--- src/rtl/clk_div_ctrl_pkg.sv ---
// Shared opcodes, response codes and FSM encoding for clk_div_ctrl.
// The STEP opcode is decoded only when CLK_DIV_CTRL_STEP_EN is defined.
package clk_div_ctrl_pkg;

  localparam logic [7:0] OpSetDiv  = 8'h01;
  localparam logic [7:0] OpEnable  = 8'h02;
  localparam logic [7:0] OpDisable = 8'h03;
  localparam logic [7:0] OpMode    = 8'h04;
  localparam logic [7:0] OpStep    = 8'h05;
  localparam logic [7:0] OpStatus  = 8'h06;

  localparam logic [7:0] RespBase  = 8'hA0;
  localparam logic [7:0] RespErr   = 8'hEE;

  localparam int unsigned StepCountBits = 16;

  typedef enum logic [2:0] {
    StIdle,
    StPayload,
    StExec,
    StStep,
    StResp
  } state_e;

  function automatic logic op_known(input logic [7:0] op);
    logic known;
    case (op)
      OpSetDiv, OpEnable, OpDisable, OpMode, OpStatus: known = 1'b1;
`ifdef CLK_DIV_CTRL_STEP_EN
      OpStep: known = 1'b1;
`endif
      default: known = 1'b0;
    endcase
    return known;
  endfunction

  function automatic logic [2:0] op_payload_len(input logic [7:0] op);
    logic [2:0] len;
    case (op)
      OpSetDiv: len = 3'd4;
      OpMode:   len = 3'd1;
`ifdef CLK_DIV_CTRL_STEP_EN
      OpStep:   len = 3'd2;
`endif
      default:  len = 3'd0;
    endcase
    return len;
  endfunction

endpackage

--- src/rtl/clk_div_ctrl_step_pulse_gen.sv ---
// Emits `count` single-cycle pulses separated by STEP_GAP low cycles; the first
// pulse appears the cycle after `start`.
module step_pulse_gen #(
  parameter int unsigned STEP_GAP   = 4,
  parameter int unsigned COUNT_BITS = 16
) (
  input  logic                  clk,
  input  logic                  reset,
  input  logic                  start,
  input  logic [COUNT_BITS-1:0] count,
  output logic                  pulse,
  output logic                  active,
  output logic                  done
);

  localparam int unsigned GapBits = $clog2(STEP_GAP + 1);
  localparam logic [GapBits-1:0] GapLoad = GapBits'(STEP_GAP);

  logic [COUNT_BITS-1:0] remain_q;
  logic [GapBits-1:0]    gap_q;
  logic                  pulse_q;
  logic                  active_q;

  always_ff @(posedge clk or negedge reset) begin
    if (!reset) begin
      remain_q <= '0;
      gap_q    <= '0;
      pulse_q  <= 1'b0;
      active_q <= 1'b0;
    end else begin
      pulse_q <= 1'b0;
      if (start) begin
        if (count != '0) begin
          pulse_q  <= 1'b1;
          remain_q <= count - COUNT_BITS'(1);
          gap_q    <= GapLoad;
          active_q <= 1'b1;
        end else begin
          remain_q <= '0;
          gap_q    <= '0;
          active_q <= 1'b0;
        end
      end else if (active_q) begin
        // Gap after the final pulse is also counted out before reporting done.
        if (gap_q != '0) begin
          gap_q <= gap_q - GapBits'(1);
        end else if (remain_q != '0) begin
          pulse_q  <= 1'b1;
          remain_q <= remain_q - COUNT_BITS'(1);
          gap_q    <= GapLoad;
        end else begin
          active_q <= 1'b0;
        end
      end
    end
  end

  assign pulse  = pulse_q;
  assign active = active_q;
  assign done   = !active_q && !start;

endmodule

--- src/rtl/clk_div_ctrl.sv ---
// Byte-command controller for a clock divider: decodes commands, applies them in
// EXEC and returns one response byte. STEP support requires CLK_DIV_CTRL_STEP_EN.
module clk_div_ctrl
  import clk_div_ctrl_pkg::*;
#(
  parameter int unsigned COUNTER_BITS = 32,
  parameter int unsigned STEP_GAP     = 4
) (
  input  logic                    clk,
  input  logic                    reset,
  input  logic [7:0]              rx_data,
  input  logic                    rx_valid,
  output logic                    rx_ready,
  output logic [7:0]              tx_data,
  output logic                    tx_valid,
  input  logic                    tx_ready,
  output logic                    option,
  output logic                    out_enable,
  output logic                    pulse,
  output logic [COUNTER_BITS-1:0] divider,
  output logic                    busy
);

  state_e                  state_q;
  logic [7:0]              op_q;
  logic [31:0]             stage_q;
  logic [2:0]              byte_idx_q;
  logic [2:0]              need_q;
  logic [7:0]              tx_data_q;
  logic                    tx_valid_q;
  logic                    option_q;
  logic                    out_enable_q;
  logic [COUNTER_BITS-1:0] divider_q;

  logic pulse_active;
  logic step_done;

`ifdef CLK_DIV_CTRL_STEP_EN
  logic step_start;
  assign step_start = (state_q == StExec) && (op_q == OpStep);

  step_pulse_gen #(
    .STEP_GAP   (STEP_GAP),
    .COUNT_BITS (StepCountBits)
  ) u_step (
    .clk    (clk),
    .reset  (reset),
    .start  (step_start),
    .count  (stage_q[StepCountBits-1:0]),
    .pulse  (pulse),
    .active (pulse_active),
    .done   (step_done)
  );
`else
  assign pulse        = 1'b0;
  assign pulse_active = 1'b0;
  assign step_done    = 1'b1;
`endif

  always_ff @(posedge clk or negedge reset) begin
    if (!reset) begin
      state_q      <= StIdle;
      op_q         <= '0;
      stage_q      <= '0;
      byte_idx_q   <= '0;
      need_q       <= '0;
      tx_data_q    <= '0;
      tx_valid_q   <= 1'b0;
      option_q     <= 1'b0;
      out_enable_q <= 1'b0;
      divider_q    <= '0;
    end else begin
      unique case (state_q)
        StIdle: begin
          if (rx_valid) begin
            op_q       <= rx_data;
            stage_q    <= '0;
            byte_idx_q <= '0;
            if (!op_known(rx_data)) begin
              tx_data_q  <= RespErr;
              tx_valid_q <= 1'b1;
              state_q    <= StResp;
            end else if (op_payload_len(rx_data) != 3'd0) begin
              need_q  <= op_payload_len(rx_data);
              state_q <= StPayload;
            end else begin
              state_q <= StExec;
            end
          end
        end
        StPayload: begin
          if (rx_valid) begin
            // Little-endian: byte n lands in bits [8n+7:8n].
            stage_q[{byte_idx_q[1:0], 3'b000} +: 8] <= rx_data;
            byte_idx_q <= byte_idx_q + 3'd1;
            if (byte_idx_q + 3'd1 == need_q) begin
              state_q <= StExec;
            end
          end
        end
        StExec: begin
          tx_data_q  <= RespBase | op_q;
          tx_valid_q <= 1'b1;
          state_q    <= StResp;
          case (op_q)
            OpSetDiv:  divider_q    <= stage_q[COUNTER_BITS-1:0];
            OpEnable:  out_enable_q <= 1'b1;
            OpDisable: out_enable_q <= 1'b0;
            OpMode:    option_q     <= stage_q[0];
            OpStatus:  tx_data_q    <= {5'b0, pulse_active, option_q, out_enable_q};
`ifdef CLK_DIV_CTRL_STEP_EN
            OpStep: begin
              tx_valid_q <= 1'b0;
              state_q    <= StStep;
            end
`endif
            default: ;
          endcase
        end
`ifdef CLK_DIV_CTRL_STEP_EN
        StStep: begin
          if (step_done) begin
            tx_data_q  <= RespBase | OpStep;
            tx_valid_q <= 1'b1;
            state_q    <= StResp;
          end
        end
`endif
        StResp: begin
          if (tx_ready) begin
            tx_valid_q <= 1'b0;
            state_q    <= StIdle;
          end
        end
        default: state_q <= StIdle;
      endcase
    end
  end

  assign rx_ready   = (state_q == StIdle) || (state_q == StPayload);
  assign busy       = (state_q != StIdle);
  assign tx_data    = tx_data_q;
  assign tx_valid   = tx_valid_q;
  assign option     = option_q;
  assign out_enable = out_enable_q;
  assign divider    = divider_q;

endmodule

--- config.mk ---
export PLATFORM = sky130hd
export DESIGN_NAME = clk_div_ctrl
export DESIGN_NICKNAME = d
export VERILOG_FILES = /design/src/rtl/clk_div_ctrl_pkg.sv /design/src/rtl/clk_div_ctrl_step_pulse_gen.sv /design/src/rtl/clk_div_ctrl.sv
export SDC_FILE = /design/constraint.sdc
export NUM_CORES = 1
export LEC_CHECK = 0
export CAP_MARGIN = 20
export CELL_PAD_IN_SITES_DETAIL_PLACEMENT = 0
export CELL_PAD_IN_SITES_GLOBAL_PLACEMENT = 1
export CORE_ASPECT_RATIO = 0.6
export CORE_MARGIN = 4
export CORE_UTILIZATION = 35
export DETAILED_ROUTE_END_ITERATION = 10
export GPL_ROUTABILITY_DRIVEN = 0
export PLACE_DENSITY_LB_ADDON = 0.1
export SLEW_MARGIN = 20
export SYNTH_ARGS = -nofsm -noshare
export SYNTH_HDL_FRONTEND = slang
export SYNTH_HIERARCHICAL = 1
export SYNTH_SLANG_ARGS = --single-unit
--- constraint.sdc ---
create_clock -name clk -period 4.8 [get_ports clk]
set_input_delay 0.48 -clock clk [delete_from_list [all_inputs] [get_ports clk]]
set_output_delay 0.48 -clock clk [all_outputs]
set_load 0.03 [all_outputs]
Yosys cells after proc, flatten, opt, wreduce, memory -nomap -nowiden

Cells that the tools add are included.

Bits in registers: 92
Latch bits: 0
Memory bits (writable): 0
Bits in read-only memories: 0
Input bits: 12
Output and inout bits: 46
Logic and storage cells: 81
Memories: 0

Add/subtract/negate cells: 2
Multipliers: 0
Divide/modulo/power cells: 0
Order comparisons: 0
Equal/unequal tests: 19
Shifts and indexed selects: 2
Mux-type cells: 30
Bitwise logic cells: 0
Reductions and logical operators: 18

Operators by type and width:

| operator                                                                | number |
|---|---|
| 32-bit two-way mux                                                      | 2 |
| 32-bit case mux with 2 select lines                                     | 1 |
| 32-bit bitwise mux                                                      | 1 |
| 8-bit by 2-bit == test with 1-bit output (second input constant)        | 4 |
| 8-bit by 3-bit == test with 1-bit output (second input constant)        | 4 |
| 8-bit by 7-bit variable shift with 32-bit output (first input constant) | 1 |
| 8-bit by 7-bit variable part select with 32-bit output                  | 1 |
| 3-bit two-way mux                                                       | 10 |
| 8-bit two-way mux                                                       | 3 |
| 8-bit by 1-bit == test with 1-bit output (second input constant)        | 2 |
| 8-bit case mux with 2 select lines                                      | 1 |
| 3-bit case mux with 2 select lines                                      | 2 |
| 3-bit case mux with 4 select lines                                      | 1 |
| 4-bit AND reduction                                                     | 3 |
| 2-bit inequality test (second input constant)                           | 5 |
| 3-bit nonzero test                                                      | 3 |
| 2-bit AND reduction                                                     | 4 |
| 5-bit negation with 7-bit output                                        | 1 |
| 1-bit two-way mux                                                       | 6 |
| 3-bit AND reduction                                                     | 2 |
| 2-bit nonzero test                                                      | 3 |
| 5-bit OR reduction                                                      | 1 |
| 3-bit by 1-bit adder with 3-bit output (second input constant)          | 1 |
| 3-bit by 1-bit == test with 1-bit output (second input constant)        | 1 |
| 8 further kinds                                                         | 8 |

Depth between registers and ports, before layout

Word-level depth: 13
Depth in mapped cells: 7
Gate-level depth less buffers: 5

Worst setup path before layout

Ideal clock, no wire load.

Path kind: register to register
Start: register byte_idx_q[0] (netlist name)
End: register tx_data_q[4] (netlist: tx_data[4])
Library setup time: 121 ps
Arrival: 1,772 ps
Required time: 4,679 ps
Setup slack: 2,907 ps
Cell stages (with the launch flop): 6
Buffers on the path: 0
Clock period less this slack: 1,893 ps
Path through: dfrtp_1 > inv_1 > ha_1 > nor4_1 > o311ai_2 > a22o_1

RTL lines:

| what                   | RTL line            | text |
|---|---|---|
| end signal: assignment | clk_div_ctrl.sv:80  | `tx_data_q <= RespErr;` |
| end signal: assignment | clk_div_ctrl.sv:102 | `tx_data_q <= RespBase \| op_q;` |
| end signal: assignment | clk_div_ctrl.sv:110 | `OpStatus: tx_data_q <= {5'b0, pulse_active, option_q, out_enable_q};` |
| end: declaration       | clk_div_ctrl.sv:29  | `logic [7:0] tx_data_q;` |

Worst setup path in the final report

Start: register state_q[0]
End: register divider_q[23] (netlist: divider[23])

Cells in the longest elaborated chain, start to end: 2

RTL lines:

| what                                     | RTL line            | text |
|---|---|---|
| start: declaration                       | clk_div_ctrl.sv:24  | `state_e state_q;` |
| start signal: assignment                 | clk_div_ctrl.sv:62  | `state_q <= StIdle;` |
| start signal: assignment                 | clk_div_ctrl.sv:82  | `state_q <= StResp;` |
| start signal: assignment                 | clk_div_ctrl.sv:85  | `state_q <= StPayload;` |
| 3-bit by 2-bit == test with 1-bit output | clk_div_ctrl.sv:73  | `unique case (state_q)` |
| 2-bit AND reduction (no source line)     | -                   |  |
| end signal: assignment                   | clk_div_ctrl.sv:106 | `OpSetDiv: divider_q <= stage_q[COUNTER_BITS-1:0];` |
| end: declaration                         | clk_div_ctrl.sv:33  | `logic [COUNTER_BITS-1:0] divider_q;` |

No other way between the ends.
A chain may end at the register's enable or synchronous reset.

==> impl_metrics.toml <==
[run_status]
run_status = "finished clean"

[cells_and_area]
drive_gt1_share_pct = 19.6
n_fill_cell = 996
finish.instance_area_mm2 = 0.00473
num_antenna_cells = 0
finalNonFillerCells = 480
syn_to_final_growth_pct = 24.6
nNetsFinal = 353

[critical_path]
r2r_end = "divider[23]"
crit_start = "state_q[0]"
required_ns = 5.02
crit_fanout = 32
ff2ff_path_depth = 4
arrival_ns = 2.88
crit_end = "divider[23]"
critPathKind = "flop to flop"
r2r_setup_slack_ns = 2.14
worst_setup_path_start_kind = "flop"
r2r-start = "state_q[0]"
crit_path_end_kind = "flop"

[sta]
worst_slew_pin_slew_ns = 0.862
setup_viol = 0
fin_worst_skew_ns = 0.00721
rsz0062_at_grt = "no"
max_freq_ghz = 0.376
period_share_pct = 55.3
hold_viol = 0
slew_headroom_pct = 42.5
period_needed_ns = 2.66
slew_violations = 0
setup_tns_ns = 0

[cts]
clk_pin_slew_ns = 0.07
post_cts_buffers = 0
ctsHoldBuffers = 0
cts_resized = 0
cts-root-buf = "clkbuf_16"
cts-buffers-inserted = 9
h-tree-depth = 3
numClockSinks = 90
cts_buffer_depth = 2
cts_tree = "built"
clock_latency_ns = 0.34

[placed_design]
post-dp-hpwl_um = 5830
dp.cells = 464
postPlaceCellArea_mm2 = 0.00445
port_buffers = 56

[floorplanning]
dieArea_mm2 = 0.0126
ioPinCount = 58
die_x_um = 142
start_util_pct = 35.9
die_h_um = 88.7
rows = 29
coreArea_mm2 = 0.0106

[synthesis]
synth_fp_nets = 297
synthDistinctLibCells = 48
yosysMostFrequentCell = "dfrtp_1"
netlist.area_leader.share_pct = 59.3
syn_area_mm2 = 0.00379
yosys_warnings = 6
synth_top_cell_by_area = "dfrtp_1"
ys_seq_elements = 90
yosysSeqAreaShare_pct = 59.3
synthFlopType = "dfrtp_1"
synth_area_per_cell_um2 = 13.6
ys_async_sr_fraction_pct = 100
syn-instance-count = 280
synth_area_leaders = "dfrtp_1, mux2_2, a22o_1"
synth_edf_count = 0
ys_top_cells_by_count = "dfrtp_1, mux2_2, a22o_1, nor2_1, nand2_1"

[grt]
overflow = 0
grt_pass1_wl_um = 14400
antenna_found_initial = 0
grt_pass1_vias = 2497
grt_max_degree = 68
global_route.usage.total_pct = 15.0

[power_and_ir_drop]
power_density_mw_per_mm2 = 385
p_leak_nw = 2.11
irDropWorstVdd_mv = 0.170

[detailed_routing]
drt-total-wl_um = 8780
vias = 2433
route.detailed.drc = 0
drtIter0Drc = 122
drt-pass1-iter-count = 4
viasPerCell = 5.07
wire_per_inst_um = 18.3
postRouteAntennaNets = 0

[run]
drv_cap = 0

[worst_hold_path]
hold_class = "primary input to async pin"
-- per-stage QoR --
| step | setup WS (ns) | util, % | power [mW] | hold WS [ns] |
|---|---|---|---|---|
| 6_report | 2.14 | 44.8 | 1.82 | 0.0264 |
| 5_1_grt | 1.93 | 44.8 | 1.91 | 0.0438 |
| 4_1_cts | 2.10 | 44.8 | 1.84 | 0.0297 |
| 3_5_place_dp | 2.10 | 42.1 | 1.16 | 0.398 |
| 3_3_place_gp | 2.11 | 42.1 | 1.16 | 0.401 |
| 2_1_floorplan | 2.91 | - | 1.04 | 0.184 |
-- cells in the final DEF, fill, tap and decap left out, types with 2 or more instances in the layout --
master,synthesis,layout
a211oi_1,3,3
a21oi_1,6,6
a22o_1,35,35
a22oi_1,2,2
a31oi_1,2,2
and2_1,3,3
buf_4,2,2
clkbuf_16,0,9
clkdlybuf4s50_1,0,55
clkinvlp_4,0,2
dfrtp_1,90,90
ha_1,5,5
inv_1,6,6
mux2_2,40,40
nand2_1,11,11
nand3_1,3,3
nor2_1,14,14
nor3_1,6,6
nor3_4,2,2
nor4b_1,2,2
o21ai_0,7,7
o21ai_1,4,4
xnor2_1,2,2
-- metal layers --
metal / vias up / track usage (%) / part of all wire (%)
li1: 1152 / - / -
met1: 1220 / 23.5 / 55
met2: 51 / 19.9 / 39
met3: 10 / 3.94 / 4.7
met4: 0 / 4.66 / 1.2
met5: - / 0 / 0
-- flip-flops by register name (all words and copies together) (netlist names) --
signal and flops:
need_q 2, tx_valid 1, state_q 3, stage_q 32, option 1, op_q 8, byte_idx_q 3, out_enable 1
divider 32, tx_data 7
-- worst min path at each step --
stage                     start             to  slack (ns)
after detailed placement  reset     divider[1]        0.40
after floorplan           reset  byte_idx_q[0]        0.18
after CTS                 reset     divider[1]        0.03
final                     reset    divider[28]        0.03
after global placement    reset     divider[0]        0.40
after global routing      reset     divider[0]        0.04
-- worst max-delay path, stage by stage, from the launching register on --
cell and delay, ns:
dfrtp_1 0.52, or3b_1 0.60, nor2_4 0.18, nand3_2 0.65, mux2_1 0.58
-- kinds of logic (layout without fill, tap and decap cells) --
group                    count (synthesis)  in the layout  share of synthesized area [%]
multiplexers                            42             42                           12.4
buffers and inverters                   19             80                           2.93
other                                    1              1                         0.0988
XOR/XNOR                                 3              3                           1.09
adder cells (fa/ha/maj)                  5              5                           1.65
flip-flops                              90             90                           59.3
AND/OR/NAND/NOR                         55             55                           9.30
AO/OA/AOI/OAI                           65             65                           13.2
-- power breakdown --
group,internal [mW],switching (mW),leakage (nW)
sequential,0.806,0.0589,1.20
combinational,0.107,0.176,0.782
clock,0.367,0.304,0.132
total,1.28,0.540,2.11
-- cell type report --
class / count / area [um^2] / area share, %
Multi-Input combinational cell: 171 / 1430 / 30.3
Tap cell: 139 / 174 / 3.68
Inverter: 7 / 26.3 / 0.556
Clock inverter: 5 / 37.5 / 0.794
Timing Repair Buffer: 57 / 566 / 12.0
Sequential cell: 90 / 2250 / 47.6
Clock buffer: 11 / 243 / 5.13
Note: power is estimated with default switching activity, not from simulation.
